$ cat src/rtl/reset_sequencer.sv
// -----------------------------------------------------------------------------
// reset_sequencer
//
// Source side of the reset bridges. Merges external, software, watchdog and
// PLL-loss reset events, holds every domain in reset until the PLL has been
// locked for a minimum time, then releases interconnect, peripherals and core
// in that order. Also reports busy status and a one-hot reset cause.
//
// Ports
//   i_aclk             in   system clock
//   i_reset            in   asynchronous, active-high reset
//   i_pll_locked       in   PLL lock (asynchronous, synchronized here)
//   i_sw_reset_req     in   software reset request (i_aclk domain)
//   i_wdt_expire       in   watchdog expiry (i_aclk domain)
//   o_ic_areset_n      out  interconnect reset, active-low
//   o_periph_areset_n  out  peripheral reset, active-low
//   o_core_reset       out  core reset, active-high
//   o_busy             out  high while any domain is held in reset
//   o_reset_cause      out  one-hot cause: [0] ext, [1] sw, [2] wdt, [3] pll loss
//
// State table
//   state       | meaning
//   ------------+-----------------------------------------------------------
//   HOLD        | all resets asserted; counting lock-qualified cycles
//   REL_IC      | interconnect released; waiting one stage gap
//   REL_PERIPH  | peripherals released; waiting one stage gap
//   RUN         | all domains out of reset; watching for re-entry triggers
// -----------------------------------------------------------------------------
module reset_sequencer #(
    parameter int HOLD_CYCLES = 16,
    parameter int STAGE_GAP   = 8,
    parameter int CNT_W       = 8,
    parameter int SYNC_STAGES = 2
) (
    input  logic       i_aclk,
    input  logic       i_reset,
    input  logic       i_pll_locked,
    input  logic       i_sw_reset_req,
    input  logic       i_wdt_expire,
    output logic       o_ic_areset_n,
    output logic       o_periph_areset_n,
    output logic       o_core_reset,
    output logic       o_busy,
    output logic [3:0] o_reset_cause
);

    typedef enum logic [1:0] {
        ST_HOLD       = 2'd0,
        ST_REL_IC     = 2'd1,
        ST_REL_PERIPH = 2'd2,
        ST_RUN        = 2'd3
    } state_t;

    localparam logic [CNT_W-1:0] HOLD_LAST = CNT_W'(HOLD_CYCLES - 1);
    localparam logic [CNT_W-1:0] GAP_LAST  = CNT_W'(STAGE_GAP - 1);

    localparam logic [3:0] CAUSE_EXT = 4'b0001;
    localparam logic [3:0] CAUSE_SW  = 4'b0010;
    localparam logic [3:0] CAUSE_WDT = 4'b0100;
    localparam logic [3:0] CAUSE_PLL = 4'b1000;

    // ------------------------------------------------------------------
    // Synchronizers
    // ------------------------------------------------------------------
    logic [SYNC_STAGES-1:0] rst_sync_q, rst_sync_d;
    logic [SYNC_STAGES-1:0] lock_sync_q, lock_sync_d;
    logic                   rst_s;
    logic                   lock_s;

    // Reset chain fills with ones asynchronously and drains one zero per
    // edge, so the FSM stays parked until SYNC_STAGES edges after release.
    always_comb begin
        rst_sync_d  = {rst_sync_q[SYNC_STAGES-2:0], 1'b0};
        lock_sync_d = {lock_sync_q[SYNC_STAGES-2:0], i_pll_locked};
    end

    always_ff @(posedge i_aclk or posedge i_reset) begin
        if (i_reset) begin
            rst_sync_q  <= '1;
            lock_sync_q <= '0;
        end else begin
            rst_sync_q  <= rst_sync_d;
            lock_sync_q <= lock_sync_d;
        end
    end

    assign rst_s  = rst_sync_q[SYNC_STAGES-1];
    assign lock_s = lock_sync_q[SYNC_STAGES-1];

    // ------------------------------------------------------------------
    // Sequencing FSM
    // ------------------------------------------------------------------
    state_t           state_q, state_d;
    logic [CNT_W-1:0] cnt_q, cnt_d;
    logic [3:0]       cause_q, cause_d;
    logic             ic_areset_n_q, ic_areset_n_d;
    logic             periph_areset_n_q, periph_areset_n_d;
    logic             core_reset_q, core_reset_d;
    logic             busy_q, busy_d;

    always_comb begin
        state_d = state_q;
        cnt_d   = cnt_q;
        cause_d = cause_q;

        if (rst_s) begin
            state_d = ST_HOLD;
            cnt_d   = '0;
        end else begin
            case (state_q)
                ST_HOLD: begin
                    // Lock loss here only restarts the qualification window.
                    if (!lock_s) begin
                        cnt_d = '0;
                    end else if (cnt_q == HOLD_LAST) begin
                        state_d = ST_REL_IC;
                        cnt_d   = '0;
                    end else begin
                        cnt_d = cnt_q + CNT_W'(1);
                    end
                end

                ST_REL_IC: begin
                    if (!lock_s) begin
                        state_d = ST_HOLD;
                        cnt_d   = '0;
                        cause_d = CAUSE_PLL;
                    end else if (cnt_q == GAP_LAST) begin
                        state_d = ST_REL_PERIPH;
                        cnt_d   = '0;
                    end else begin
                        cnt_d = cnt_q + CNT_W'(1);
                    end
                end

                ST_REL_PERIPH: begin
                    if (!lock_s) begin
                        state_d = ST_HOLD;
                        cnt_d   = '0;
                        cause_d = CAUSE_PLL;
                    end else if (cnt_q == GAP_LAST) begin
                        state_d = ST_RUN;
                        cnt_d   = '0;
                    end else begin
                        cnt_d = cnt_q + CNT_W'(1);
                    end
                end

                ST_RUN: begin
                    cnt_d = '0;
                    // Lock loss outranks watchdog, which outranks software.
                    if (!lock_s) begin
                        state_d = ST_HOLD;
                        cause_d = CAUSE_PLL;
                    end else if (i_wdt_expire) begin
                        state_d = ST_HOLD;
                        cause_d = CAUSE_WDT;
                    end else if (i_sw_reset_req) begin
                        state_d = ST_HOLD;
                        cause_d = CAUSE_SW;
                    end
                end

                default: begin
                    state_d = ST_HOLD;
                    cnt_d   = '0;
                end
            endcase
        end

        // Outputs are decoded from the next state so each release or
        // re-assert appears on the same edge as the state change.
        ic_areset_n_d     = (state_d != ST_HOLD);
        periph_areset_n_d = (state_d == ST_REL_PERIPH) || (state_d == ST_RUN);
        core_reset_d      = (state_d != ST_RUN);
        busy_d            = (state_d != ST_RUN);
    end

    always_ff @(posedge i_aclk or posedge i_reset) begin
        if (i_reset) begin
            state_q           <= ST_HOLD;
            cnt_q             <= '0;
            cause_q           <= CAUSE_EXT;
            ic_areset_n_q     <= 1'b0;
            periph_areset_n_q <= 1'b0;
            core_reset_q      <= 1'b1;
            busy_q            <= 1'b1;
        end else begin
            state_q           <= state_d;
            cnt_q             <= cnt_d;
            cause_q           <= cause_d;
            ic_areset_n_q     <= ic_areset_n_d;
            periph_areset_n_q <= periph_areset_n_d;
            core_reset_q      <= core_reset_d;
            busy_q            <= busy_d;
        end
    end

    assign o_ic_areset_n     = ic_areset_n_q;
    assign o_periph_areset_n = periph_areset_n_q;
    assign o_core_reset      = core_reset_q;
    assign o_busy            = busy_q;
    assign o_reset_cause     = cause_q;

endmodule
$ cat config.mk
export PLATFORM = sky130hd
export DESIGN_NAME = reset_sequencer
export DESIGN_NICKNAME = d
export VERILOG_FILES = /design/src/rtl/reset_sequencer.sv
export SDC_FILE = /design/constraint.sdc
export NUM_CORES = 1
export LEC_CHECK = 0
export BUFFER_PORTS_ARGS = -buffer_cell sky130_fd_sc_hd__buf_2
export CAP_MARGIN = 15
export CORE_ASPECT_RATIO = 1.4
export CORE_MARGIN = 3
export CORE_UTILIZATION = 40
export DETAILED_ROUTE_END_ITERATION = 12
export GPL_ROUTABILITY_DRIVEN = 0
export GPL_TIMING_DRIVEN = 0
export PLACE_DENSITY_LB_ADDON = 0.12
export SETUP_SLACK_MARGIN = 0.4
export SLEW_MARGIN = 0
export SYNTH_ARGS = -nofsm -noshare
export SYNTH_HDL_FRONTEND = slang
export SYNTH_SLANG_ARGS = --single-unit
$ cat constraint.sdc
create_clock -name i_aclk -period 2.1 [get_ports i_aclk]
set_input_delay 0.21 -clock i_aclk [delete_from_list [all_inputs] [get_ports i_aclk]]
set_output_delay 0.21 -clock i_aclk [all_outputs]
set_load 0.01 [all_outputs]
== Word-level counts from Yosys, hierarchy flattened ==
Index checks and enable logic that the tools add are counted.
W data, S select, Z words.
Operators by class
  add/sub/neg operators: 1
  equality and inequality tests: 10
  muxes and demuxes: 22
  bitwise operators: 1
  reduce and logical (&&, ||, !) cells: 6
Operators by type and width (count)
  $mux W8: 5
  $pmux W8 S3: 1
  $mux W2: 10
  $mux W4: 4
  $add A8 B1 Y8 const B: 1
  $eq A2 B2 Y1 const B: 4
  $eq A8 B3 Y1 const B: 1
  $eq A8 B4 Y1 const B: 1
  $pmux W2 S4: 1
  $pmux W4 S2: 1
  $ne A2 B2 Y1 const B: 2
  $ne A4 B4 Y1 const B: 1
  $reduce_and A4 Y1: 1
  $reduce_bool A2 Y1: 2
  $eq A2 B1 Y1 const B: 1
  $logic_not A2 Y1: 1
  $reduce_or A2 Y1: 1
  $logic_or A1 B1 Y1: 1
  $not A1 Y1: 1
Word-level totals
  bits in registers: 21
  output and inout port bits: 8

== Depth between registers and ports, before layout ==
  depth in word-level cells: 7
  gate-level depth with buffers: 6
  gate-level depth less buffers: 6

== Least setup slack after synthesis ==
Ideal clock, no wire load.
  path type: reg2reg
  from: register state_q[0]
  to: register cause_q[3], in the netlist o_reset_cause[3]
  data arrival time: 1.557 ns
  required time: 1.972 ns
  setup slack: 0.415 ns
  cell stages (with the launch flop): 5
  buffers on the path: 0
  cells stage by stage: dfrtp_1 -> ha_1 -> and4bb_2 -> a2111o_1 -> mux2_1
On the way
  cells in the longest elaborated chain, start to end: 4
RTL lines
  start: declaration: line 93  | state_t state_q, state_d;
  start signal: assignment: line 189  | state_q <= state_d;
  $eq A2 B2 Y1 or $eq A2 B1 Y1 (tied branches): line 110  | case (state_q)
  $reduce_or A2 Y1 (no line)
  $ne A2 B2 Y1 (no line) or $reduce_bool A2 Y1 (tied branches)
  $reduce_and A4 Y1 (no line)
  end signal: assignment: line 191  | cause_q <= cause_d;
  end: declaration: line 95  | logic [3:0] cause_q, cause_d;
Parallel ways exist; a longest one is shown, timed or not.
A chain may end at the register's enable or synchronous reset.

== Final worst setup path ==
  from: register state_q[1]
  to: register cause_q[3], in the netlist o_reset_cause[3]
The elaborated chain is that of the path after synthesis.

==> impl_results.md <==
- Outcome: finished, final reports clean
- PwrDens: 499.6 nW/um^2
- DR iter-0 viols: 7
- Fillers: 233
- Startpoint Class: flop
- Max VDD drop: 0.0002793 V
- Most common cell after layout, fill and taps aside: dfrtp_1
- Crit Path Class: flop to flop
- Synthesized instance count: 91
- Fin crit share: 0.8027
- Critical Path RT: roughly 2300 ps
- Die ar.: 3200 um^2
- Tot Pwr: 0.6277 mW
- Util after Layout: 0.5197
- Layout cells sized above 1: 0.3826
- Worst-Margin Slew: ~760 ps
- Post-synth EDFFs: 0
- Hold slack: 30.41 ps
- Vias in the first global route: 793
- Register area share after synthesis: 0.5202
- Post-synth cell types: 37
- Core Region: 2417 um^2
- Final nets: 126
- Synthesis Warnings: 0
- CP Max Fanout: 5
- Port-buffer cells: 12
- Routed wire length: roughly 1800 um
- Total number of vias: between 700 and 800
- Final setup fails: 0
- Clk buf depth: 2
- RSZ-0062 raised after global routing: true
- Sw Ratio: 0.2108
- F_max: 0.5933 GHz
- First-pass GRT wire length: 3346 um
- Row Count: 21
- Cell family with most CP delay: flip-flops
- Die H: about 66 um
- Slew Viols, Final: 0
- # H-tree levels: 1
- GRT overflow: 0
- Setup TNS: 0 ps
- DR WL/cell: 12.04 um
- Vias per inst: 5.013
- Cts bufs inserted: 3
- HPWL after DPL: 1232 um
- Area delta synth->final: 23.19%
- Antenna-violating nets left: 0
- Ant diodes: 0
- Main synth FF type: dfrtp_1
- Final hold violations: 0
- Initial antenna violation count: 0
- Synth Net Count: 101
- Clock Skew: 2.078 ps
- TritonCTS Sinks: 21
- Pre-antenna DRT Iters: 4
- Sequential power share: 0.663
- FF+latch count, synth: 21
- Remaining DRCs: 0
- Final min period: 1686 ps
- WP data arrival: 1880 ps
- Max-Cap Viols: 0
- Static leakage: 0.5530 nW
- Most frequent cells in the layout: 15 x dfrtp_1, 13 x buf_2, 9 x nor2_1
- Slew HR: 0.4901
- Buf+Inv Stages, Crit Path: 1
- Critical path endpoint category: flop
- Post-synthesis cell area: slightly above 1000 um^2
- Worst path max stage delay: ~430 ps
- Ys async rst share: 1.000
- Switching power: 0.1323 mW
- Avg Inst Size Synth: 11.21 um^2
- I/O pin count: 13
- Worst-Skew Late Latency: 300 ps
- Pin count of the biggest net entering global routing: 22
- CTS root buf: clkbuf_4
- Die W: about 50 um
- Clock network fraction of total power: 0.295
- Pint: approximately 0.5 mW
- Worst Hold Class: input pin to asynchronous set/reset pin
- Combinational share of power: 0.042
- CP cell instances: inv_2, ha_4, nor2_2, a2111o_1, mux2_4
- Total Routing Usage GR: 0.1367
- CTS tree: built
- Starting Density: 0.4218
- Flop2flop setup slack: 410 ps
- Clock-pin slew on the worst setup and hold paths: 100 ps
- CP max-delay cell: dfrtp_2
power by group through the flow:
stage                     combinational [mW]  clock (mW)  sequential [mW]
after global placement                0.0235           0            0.424
final                                 0.0261       0.185            0.416
after CTS                             0.0273       0.198            0.416
after floorplan                       0.0157           0            0.423
after global routing                  0.0300       0.217            0.417
after detailed placement              0.0239           0            0.424
per-layer routing:
layer | vias up | global-route usage | routed length, um
li1 | 361 | - | -
met1 | 364 | 0.1491 | 767
met2 | 13 | 0.2211 | 897
met3 | 9 | 0.02494 | 49
met4 | 0 | 0.1317 | 79
met5 | - | 0 | 0
sequential cells by signal, summed over array words and instances, names as in the netlist:
name / cells
o_busy: 1
lock_sync_q: 2
o_ic_areset_n: 1
cnt_q: 8
state_q: 2
o_periph_areset_n: 1
o_reset_cause: 4
rst_sync_q: 2
cells by family (layout without fill, tap and decap cells):
| group | count (synthesis) | after routing | synth area share |
|---|---|---|---|
| simple gates | 28 | 28 | 0.1607 |
| flops | 21 | 21 | 0.5202 |
| compound gates | 19 | 19 | 0.1497 |
| buf+inv | 10 | 34 | 0.04172 |
| xor+xnor | 6 | 6 | 0.05153 |
| fa+ha+maj | 5 | 5 | 0.06135 |
| other cells | 1 | 1 | 0.003677 |
| mux | 1 | 1 | 0.01104 |
synthesized netlist by cell type (2+ instances only):
library cell | n | area share
dfrtp_1 | 17 | 0.42
nor2_1 | 10 | 0.037
inv_1 | 7 | 0.026
ha_1 | 5 | 0.061
dfstp_2 | 4 | 0.10
nand2_1 | 4 | 0.015
xnor2_1 | 4 | 0.034
a21oi_1 | 3 | 0.015
a31oi_1 | 3 | 0.018
nand3_1 | 3 | 0.015
nand2b_1 | 2 | 0.012
nor3_1 | 2 | 0.0098
o21ai_0 | 2 | 0.0098
xor2_1 | 2 | 0.017
layout make-up:
type / instances / area, um^2 / area share
inverters: 7 / 26.28 / 0.02092
multi-input cells: 60 / 480.5 / 0.3825
clock buffers: 4 / 26.28 / 0.02092
plain buffers: 3 / 17.52 / 0.01394
repair buffers: 20 / 130.1 / 0.1036
well taps: 34 / 42.54 / 0.03386
flip-flops and latches: 21 / 533.0 / 0.4243
per-stage QoR:
| step | instance area (um^2) | cells | setup WS [ps] |
|---|---|---|---|
| after floorplan | 1020 | 91 | 415.5 |
| after global placement | 1122 | 137 | 281.8 |
| after detailed placement | 1122 | 137 | 273.7 |
| after CTS | 1241 | 147 | 399.9 |
| after global routing | 1256 | 149 | 350.7 |
| final | 1256 | 149 | 414.4 |
timing repair:
item	in CTS	in global routing
endpoints found under the hold margin	1	0
setup endpoints to repair	4	10
pin swaps	6	3
hold buffers	1	0
buffers inserted	5	2
gates resized for setup	13	0
worst paths after layout:
kind | to | startpoint | cells past startpoint
worst max-delay path | o_reset_cause[3]$_DFFE_PP0P_ | state_q[1]$_DFF_PP0_ | 5
worst min-delay path | cnt_q[4]$_DFF_PP0_ | i_reset | 2
worst max register to register | o_reset_cause[3]$_DFFE_PP0P_ | state_q[1]$_DFF_PP0_ | 5
worst min register to register | rst_sync_q[1]$_DFF_PP1_ | rst_sync_q[0]$_DFF_PP1_ | 0
max in group asynchronous | state_q[0]$_DFF_PP0_ | i_reset | 2
min in group i_aclk | o_reset_cause[2]$_DFFE_PP0P_ | i_wdt_expire | 3
Note: power is estimated with default switching activity, not from simulation.
